**src/rtl/playback_pkg.sv**
```systemverilog
// playback_pkg: shared state encoding and default timing constants for the
// audio sample playback sequencer.
package playback_pkg;

    typedef enum logic [1:0] {
        IDLE,
        WAIT_TICK,
        READ,
        PRESENT
    } pb_state_t;

    localparam int unsigned PB_DIV       = 12500;
    localparam int unsigned PB_LAST_ADDR = 80;
    localparam int unsigned PB_BRAM_LAT  = 1;

endpackage

```
**src/rtl/pb_tick_gen.sv**
```systemverilog
// pb_tick_gen: sample-rate strobe. Counts 0..DIV-1 while enabled and emits a
// one-cycle tick on the final count; a synchronous clear holds it at zero.
module pb_tick_gen
    import playback_pkg::*;
#(
    parameter int unsigned DIV = PB_DIV
) (
    input  logic clk,
    input  logic rst_n,
    input  logic clr,
    output logic tick
);

    localparam int unsigned CNT_W = (DIV > 1) ? $clog2(DIV) : 1;

    logic [CNT_W-1:0] cnt_q, cnt_d;
    logic             wrap;

    assign wrap = (cnt_q == CNT_W'(DIV - 1));
    assign tick = wrap && !clr;

    // Next count: cleared, wrapped, or incremented.
    always_comb begin
        cnt_d = cnt_q + CNT_W'(1);
        if (clr || wrap) begin
            cnt_d = '0;
        end
    end

    // Counter register.
    always_ff @(posedge clk or negedge rst_n) begin
        if (!rst_n) begin
            cnt_q <= '0;
        end else begin
            cnt_q <= cnt_d;
        end
    end

endmodule

```
**src/rtl/playback_seq.sv**
```systemverilog
// playback_seq: walks the sample BRAM once per sample tick, absorbs the BRAM
// read latency and presents each sample over a valid/ready handshake.
// Optional feature macro: PLAYBACK_SEQ_UNDERRUN_EN (missed-tick counter).
module playback_seq
    import playback_pkg::*;
#(
    parameter int unsigned DIV       = PB_DIV,
    parameter int unsigned ADDR_W    = 8,
    parameter int unsigned DATA_W    = 8,
    parameter int unsigned LAST_ADDR = PB_LAST_ADDR,
    parameter int unsigned BRAM_LAT  = PB_BRAM_LAT
) (
    input  logic              CLK100MHZ,
    input  logic              reset_n,
    input  logic              start,
    input  logic              stop,
    input  logic              loop_en,
    output logic              bram_en,
    output logic [ADDR_W-1:0] bram_addr,
    input  logic [DATA_W-1:0] bram_dout,
    output logic              sample_valid,
    input  logic              sample_ready,
    output logic [DATA_W-1:0] sample_data,
    output logic              busy,
    output logic              done,
    output logic [7:0]        underrun_cnt
);

    pb_state_t         state_q, state_d;
    logic [ADDR_W-1:0] addr_q, addr_d;
    logic [1:0]        lat_q, lat_d;
    logic              valid_q, valid_d;
    logic [DATA_W-1:0] data_q, data_d;
    logic              pend_q, pend_d;
    logic              done_q, done_d;
    logic              tick;
    logic              tick_clr;
    logic              is_last;
    logic              handshake;
`ifdef PLAYBACK_SEQ_UNDERRUN_EN
    logic [7:0]        under_q, under_d;
`endif

    // Counter idles at zero, and restarts on stop so no stale tick survives.
    assign tick_clr = (state_q == IDLE) || stop;

    pb_tick_gen #(
        .DIV (DIV)
    ) u_tick_gen (
        .clk   (CLK100MHZ),
        .rst_n (reset_n),
        .clr   (tick_clr),
        .tick  (tick)
    );

    assign is_last      = (addr_q == ADDR_W'(LAST_ADDR));
    assign handshake    = valid_q && sample_ready;
    assign bram_en      = (state_q == READ) && (lat_q == 2'd0);
    assign bram_addr    = addr_q;
    assign sample_valid = valid_q;
    assign sample_data  = data_q;
    assign busy         = (state_q != IDLE);
    assign done         = done_q;
`ifdef PLAYBACK_SEQ_UNDERRUN_EN
    assign underrun_cnt = under_q;
`else
    assign underrun_cnt = '0;
`endif

    // Next-state, address, latency, pending-tick and output logic.
    always_comb begin
        state_d = state_q;
        addr_d  = addr_q;
        lat_d   = lat_q;
        valid_d = valid_q;
        data_d  = data_q;
        pend_d  = pend_q;
        done_d  = 1'b0;
`ifdef PLAYBACK_SEQ_UNDERRUN_EN
        under_d = under_q;
`endif

        // A tick arriving while a read/present is in flight is queued; a second
        // one before the queue drains is lost.
        if (tick && (state_q == READ || state_q == PRESENT)) begin
            pend_d = 1'b1;
`ifdef PLAYBACK_SEQ_UNDERRUN_EN
            if (pend_q && under_q != 8'hFF) begin
                under_d = under_q + 8'd1;
            end
`endif
        end

        case (state_q)
            IDLE: begin
                if (start) begin
                    state_d = WAIT_TICK;
                    addr_d  = '0;
                    pend_d  = 1'b0;
`ifdef PLAYBACK_SEQ_UNDERRUN_EN
                    under_d = '0;
`endif
                end
            end
            WAIT_TICK: begin
                if (tick) begin
                    state_d = READ;
                    lat_d   = 2'd0;
                end
            end
            READ: begin
                if (lat_q == 2'(BRAM_LAT)) begin
                    data_d  = bram_dout;
                    valid_d = 1'b1;
                    state_d = PRESENT;
                end else begin
                    lat_d = lat_q + 2'd1;
                end
            end
            PRESENT: begin
                if (handshake) begin
                    valid_d = 1'b0;
                    addr_d  = is_last ? '0 : addr_q + ADDR_W'(1);
                    if (is_last && !loop_en) begin
                        done_d  = 1'b1;
                        pend_d  = 1'b0;
                        state_d = IDLE;
                    end else if (pend_q || tick) begin
                        pend_d  = 1'b0;
                        lat_d   = 2'd0;
                        state_d = READ;
                    end else begin
                        state_d = WAIT_TICK;
                    end
                end
            end
            default: state_d = IDLE;
        endcase

        // Stop overrides everything, including a same-cycle start or handshake.
        if (stop) begin
            state_d = IDLE;
            valid_d = 1'b0;
            addr_d  = '0;
            pend_d  = 1'b0;
            done_d  = 1'b0;
        end
    end

    // State and datapath registers.
    always_ff @(posedge CLK100MHZ or negedge reset_n) begin
        if (!reset_n) begin
            state_q <= IDLE;
            addr_q  <= '0;
            lat_q   <= '0;
            valid_q <= 1'b0;
            data_q  <= '0;
            pend_q  <= 1'b0;
            done_q  <= 1'b0;
        end else begin
            state_q <= state_d;
            addr_q  <= addr_d;
            lat_q   <= lat_d;
            valid_q <= valid_d;
            data_q  <= data_d;
            pend_q  <= pend_d;
            done_q  <= done_d;
        end
    end

`ifdef PLAYBACK_SEQ_UNDERRUN_EN
    // Missed-tick counter register.
    always_ff @(posedge CLK100MHZ or negedge reset_n) begin
        if (!reset_n) begin
            under_q <= '0;
        end else begin
            under_q <= under_d;
        end
    end
`endif

endmodule

```
**config.mk**
```make
export PLATFORM = sky130hd
export DESIGN_NAME = playback_seq
export DESIGN_NICKNAME = d
export VERILOG_FILES = /design/src/rtl/playback_pkg.sv /design/src/rtl/pb_tick_gen.sv /design/src/rtl/playback_seq.sv
export SDC_FILE = /design/constraint.sdc
export NUM_CORES = 1
export LEC_CHECK = 0
export BUFFER_PORTS_ARGS = -buffer_cell sky130_fd_sc_hd__buf_2
export CAP_MARGIN = 30
export CORE_ASPECT_RATIO = 2
export CORE_MARGIN = 2
export CORE_UTILIZATION = 25
export DETAILED_ROUTE_END_ITERATION = 8
export PLACE_DENSITY_LB_ADDON = 0.05
export SLEW_MARGIN = 20
export SYNTH_ARGS = -nofsm -noshare
export SYNTH_HDL_FRONTEND = slang
export SYNTH_SLANG_ARGS = --single-unit
```
**constraint.sdc**
```tcl
create_clock -name CLK100MHZ -period 2.6 [get_ports CLK100MHZ]
set_input_delay 0.13 -clock CLK100MHZ [delete_from_list [all_inputs] [get_ports CLK100MHZ]]
set_output_delay 0.13 -clock CLK100MHZ [all_outputs]
set_load 0.01 [all_outputs]
```
==> metrics.txt, run 1 <==
Clock Skew=0.00381 ns; CP bufs+invs=0; Synth Cell Area=around 0.0020 sq mm; crit-path max cell delay=0.52 ns; register area=926 sq um; layout cells sized above 1=23.0%; ANT nets after route=0; Critical path origin=u_tick_gen.cnt_q[5]$_DFF_PN0_; clock latency on the worst-skew pair=0.28 ns; worst hold margin=between 0.08 and 0.09 ns; Layout area overhead=23.4%; VDD IR max=between 0.3 and 0.4 mV; Area contributors post-synth=dfrtp_1 (47%), ha_1 (5.7%), mux2_2 (4.5%); FFs w/ async S/R, synth=100%; die area=0.00870 sq mm; Syn Area/Cell=9.91 sq um; row cnt=46; worst r2r path cells=5; worst-path cell chain=or4b_1 -> or4_4 -> o21ba_1 -> a311oi_1 -> a211oi_1; status=finished clean; root buf cell=clkbuf_16; total power=roughly 0.0020 W; internal reg-to-reg setup slack=0.42 ns; top cell type's share of synthesized area=46.7%; critical path class=flip-flop to flip-flop; unrepaired setup endpoints after global routing=false; Synth Area in Compound Gates=just over 10%; TritonCTS Buffers=5; Die Span Y=130 um; predominant post-synthesis flop cell=dfrtp_1; diodes inserted=0; critical path endpoint=state_q[0]$_DFFE_PN0P_; post-synthesis share of cell area spent on xor and xnor gates=4.86%; crit path DAT=2.33 ns; DRC=0; Nets=roughly 270; Leakage Power=1.14 nW; worst min path class=input port to flip-flop; vias=about 1500; Final period util=83.8%; Initial DRC Count=48; area leader, netlist=dfrtp_1; WP data required=around 2.8 ns; placed cell area=0.00224 sq mm; largest family of logic cells by synthesized area=simple AND/OR/NAND/NOR gates; fill count=854; CTS tree=built; Distinct cells, synth=47; Yosys reg bits=37; first-pass GRT wire length=7170 um; top cells by count, synth=dfrtp_1 (37), nor2_1 (23), nand2_1 (15); most common cell in the netlist=dfrtp_1; dpl hpwl=3280 um; I/O Pins=42; IO Port Bufs=33; final instance area=0.00245 sq mm; overall global routing resource usage=11.0%; Post-Synth Adder-Cell Area=approximately 5.7%; Final Hold Viols=0; Simple-Gate Fraction of Synth Area=a little under a fifth; multiplexer share of the synthesized area=between 6 and 7%; gr ovfl total=0; clock-pin slew on the worst setup and hold paths=0.06 ns; RR Startpoint=u_tick_gen.cnt_q[5]$_DFF_PN0_; Final setup viols=0; initial antenna violation count=0; Post-Route Setup TNS=0 ns; register area share after synthesis=a little under half; Ys Warns=0; EDFF count, synth=0; Max Cap Viol=0; Slew Viols, Final=0; core area=around 0.0078 sq mm; Worst R2R End=state_q[0]$_DFFE_PN0P_; Power Density=approximately 810 mW/mm^2; Highest Clock Rate=0.459 GHz; CP max FO=5; htree depth=2; placer congestion estimate=0.722; First-pass DRT Iterations=4; vias in the first global route=1490; Slowest cell on crit path=or4b_1; CP Depth=5; largest net degree at the start of global routing=38; CP Capture Type=flip-flop; CP top delay family=simple AND/OR/NAND/NOR gates; initial core utilization=25.3%; wire per inst=roughly 13 um; Mapped Cells=200; Multi-input gate area=942 sq um; startpoint types=flip-flop; clk sinks=37; CTS Buffer Depth=2; Tmin final=2.18 ns; post-CTS setup buffers=0; final wirelength=4430 um; Via density=between 4 and 5; die width=~67 um
==> cell families after synthesis <==
group	Yosys count
AND/OR/NAND/NOR	75
flip-flops	37
AO/OA/AOI/OAI	31
buffers and inverters	25
XOR/XNOR	11
multiplexers	11
adder cells (fa/ha/maj)	9
other	1
==> placed cells by master, fill, tap and decap left out, drive strengths merged, types with 3 or more instances in the layout <==
cell | netlist | final
mux2 | 8 | 8
buf | 11 | 38
mux2i | 3 | 3
nor2 | 23 | 23
nor3 | 5 | 5
xnor2 | 7 | 7
and2 | 4 | 4
ha | 9 | 9
dfrtp | 37 | 37
clkbuf | 0 | 7
xor2 | 4 | 4
o21ai | 14 | 14
inv | 14 | 14
conb | 1 | 8
and3 | 6 | 6
nand2 | 15 | 15
nand3 | 6 | 6
==> where the power goes <==
group / leakage, nW / switching [W] / internal, W
sequential: 0.496 / 0.0000504 / 0.000667
combinational: 0.557 / 0.000311 / 0.000237
clock: 0.0841 / 0.000230 / 0.000479
==> sequential cells by signal, indices dropped and copies added, names as in the netlist <==
| register | count |
|---|---|
| bram_addr | 8 |
| done | 1 |
| lat_q | 2 |
| pend_q | 1 |
| sample_data | 8 |
| sample_valid | 1 |
| state_q | 2 |
| u_tick_gen.cnt_q | 14 |
==> stage by stage <==
stage          utilization (%)  cells  setup WS [ns]
2_1_floorplan                -    207          0.578
3_3_place_gp              28.6    329          0.415
3_5_place_dp              28.6    329          0.439
4_1_cts                   30.8    337          0.418
5_1_grt                   31.3    339          0.337
6_report                  31.3    339          0.422
==> how the worst min path moves through the flow <==
stage / start / to / cells past startpoint
after global placement: reset_n / u_tick_gen.cnt_q[9]$_DFF_PN0_ / 1
after global routing: bram_dout[7] / sample_data[7]$_DFFE_PN0P_ / 2
after floorplan: reset_n / bram_addr[0]$_DFFE_PN0P_ / 0
final: bram_dout[5] / sample_data[5]$_DFFE_PN0P_ / 2
after CTS: reset_n / u_tick_gen.cnt_q[6]$_DFF_PN0_ / 1
after detailed placement: reset_n / sample_data[6]$_DFFE_PN0P_ / 1
==> repair_timing <==
action	in CTS	in global routing
gates resized for setup	0	0
setup endpoints to repair	0	0
hold buffers	0	1
hold endpoints to repair	0	15
==> cell type report <==
type | count | area share, %
inverter | 14 | 2.15
clock inverter | 1 | 1.23
clock buffer | 7 | 5.83
multi-input combinational | 145 | 38.5
sequential | 37 | 37.9
timing repair buffer | 39 | 9.51
tap | 96 | 4.91
==> layer usage <==
| layer | wire (um) | global-route usage (%) | vias up |
|---|---|---|---|
| li1 | - | - | 759 |
| met1 | 2010 | 13.9 | 742 |
| met2 | 2090 | 17.0 | 34 |
| met3 | 221 | 3.28 | 5 |
| met4 | 104 | 5.40 | 0 |
| met5 | 0 | 0 | - |
No activity file was read; power rests on OpenSTA's default activity.
==> run 2, diff against run 1 <==
- clock period: 2.6 -> 2.2 ns (I/O delays scaled with it)
==> run 2 against run 1 <==
- fmax is 5.3% higher
- hold slack worse by 0.027 ns
- sequential share of layout area is 0.12 points higher
- cell count is 1.2% higher
- count of clock-buffer cells in the layout is 2 lower
- first-iteration DRC count is 140% higher
- flip-flop and latch count stayed put
- via count is 0.65% lower
- critical endpoint is now state_q[1]$_DFFE_PN0P_
- largest power group unchanged
- highest routed layer unchanged
==> metrics.txt, run 2 (synthesized netlist as in run 1, its figures left out) <==
status=finished clean; Max Cap Viol=0; CTS Buffer Depth=2; register area=926 sq um; Via density=4.46; worst hold margin=about 0.054 ns; DRC=0; Highest Clock Rate=0.484 GHz; Clock Skew=0.00715 ns; final instance area=approximately 0.0024 sq mm; worst r2r path cells=5; VDD IR max=0.425 mV; switch share=32.0%; HP Start=bram_dout[7]; fin cells=about 340; core area=0.00783 sq mm; Pint=0.00151 W; Final period util=94.0%; vias in the first global route=1516; placer congestion estimate=0.703; final setup margin=0.132 ns; first-pass GRT wire length=7330 um; clock latency on the worst-skew pair=around 0.28 ns; layout cells sized above 1=about a quarter; largest net degree at the start of global routing=38; Layout area overhead=23.0%; Worst R2R End=state_q[1]$_DFFE_PN0P_; post-cts repair resize count=0; Post-Route Setup TNS=0 ns; Power Density=912 mW/mm^2; overall global routing resource usage=11.4%; CTS tree=built; dpl hpwl=about 3300 um; Comb pwr share=slightly above 30%; ANT nets after route=0; initial core utilization=25.3%; I/O Pins=42; WP data required=2.42 ns; CP top delay family=simple AND/OR/NAND/NOR gates; most common cell after layout, fill and taps aside=dfrtp_1; Final setup viols=0; placed cell area=0.00227 sq mm; hold depth=2; CP Capture Type=flip-flop; TritonCTS Buffers=5; CP max FO=5; Tmin final=2.07 ns; Clock Power Share=around 31%; htree depth=2; Multi-input gate area=942 sq um; internal reg-to-reg setup slack=roughly 0.13 ns; root buf cell=clkbuf_16; crit-path max cell delay=between 0.5 and 0.6 ns; wire per inst=13.0 um; Psw=0.000712 W; row cnt=46; Leakage Power=between 1 and 1.5 nW; startpoint types=flip-flop; worst min path class=input port to flip-flop; Initial DRC Count=between 100 and 150; Seq pwr share=between 30% and 40%; worst-path cell chain=or4b_1 -> or4_4 -> o21ba_1 -> o2111ai_1 -> o2111a_1; crit path DAT=2.29 ns; die area=around 0.0087 sq mm; IO Port Bufs=33; Placed Cells=approximately 330; final wirelength=4460 um; Top reg by flops=u_tick_gen.cnt_q; gr ovfl total=0; clock-pin slew on the worst setup and hold paths=0.06 ns; RR Startpoint=u_tick_gen.cnt_q[3]$_DFF_PN0_; unrepaired setup endpoints after global routing=false; clk sinks=37; Worst Hold End=sample_data[7]$_DFFE_PN0P_; initial antenna violation count=0; First-pass DRT Iterations=4; number of flip-flops in the largest register=14; pre-CTS WS=around 0.12 ns; Slowest cell on crit path=or4b_1; Nets=269; diodes inserted=0; fill count=859; CP bufs+invs=0; Die Span Y=130 um; Slew Viols, Final=0; vias=1530; Final Hold Viols=0; die width=roughly 67 um; critical path class=flip-flop to flip-flop; most frequent cells in the layout=dfrtp_1 (37), buf_2 (33), nor2_1 (23), nand2_1 (15), inv_1 (14)
## run 2: power by group through the flow
stage | registers (W) | clock network (W) | logic [W]
2_1_floorplan | 0.000893 | 0 | 0.000410
3_3_place_gp | 0.000855 | 0 | 0.000699
3_5_place_dp | 0.000856 | 0 | 0.000690
4_1_cts | 0.000844 | 0.000733 | 0.000696
5_1_grt | 0.000861 | 0.000757 | 0.000787
6_report | 0.000844 | 0.000696 | 0.000684
## run 2: worst reg2reg max path, cell delays in order (launching register included)
cell	delay, ns
dfrtp_1	0.40
or4b_1	0.51
or4_4	0.46
o21ba_1	0.22
o2111ai_1	0.22
o2111a_1	0.20
## run 2: worst max-delay path by stage
| stage | startpoint | endpoint | slack, ns | cells past startpoint |
|---|---|---|---|---|
| after global placement | u_tick_gen.cnt_q[3]$_DFF_PN0_ | state_q[0]$_DFFE_PN0P_ | 0.14 | 5 |
| after detailed placement | u_tick_gen.cnt_q[3]$_DFF_PN0_ | state_q[0]$_DFFE_PN0P_ | 0.12 | 5 |
| after floorplan | u_tick_gen.cnt_q[5]$_DFF_PN0_ | state_q[0]$_DFFE_PN0P_ | 0.18 | 5 |
| after global routing | u_tick_gen.cnt_q[3]$_DFF_PN0_ | state_q[1]$_DFFE_PN0P_ | 0.0008 | 5 |
| final | u_tick_gen.cnt_q[3]$_DFF_PN0_ | state_q[1]$_DFFE_PN0P_ | 0.13 | 5 |
| after CTS | u_tick_gen.cnt_q[3]$_DFF_PN0_ | state_q[1]$_DFFE_PN0P_ | 0.11 | 5 |
## run 2: area by class of cell
type,count,share of cell area [%]
Multi-Input combinational cell,145,38.6
Sequential cell,37,38.0
Timing Repair Buffer,43,10.5
Clock buffer,5,5.13
Tap cell,96,4.93
Inverter,14,2.15
Clock inverter,3,0.718
## run 2: per-layer routing
metal | vias up | part of all wire (%) | global-route usage (%)
li1 | 773 | - | -
met1 | 719 | 46 | 14.0
met2 | 32 | 47 | 17.9
met3 | 6 | 4.3 | 2.67
met4 | 0 | 2.7 | 6.48
met5 | - | 0 | 0
## run 2: through the flow
stage / power, W / util (%)
after floorplan: 0.00130 / -
after global placement: 0.00155 / 28.9
after detailed placement: 0.00155 / 28.9
after CTS: 0.00227 / 30.9
after global routing: 0.00240 / 31.2
final: 0.00222 / 31.2
## run 2: timing repair
item,4_1_cts,5_1_grt
endpoints found under the hold margin,37,0
hold buffers,1,0
setup buffers,0,0
endpoints found under the setup margin,0,1
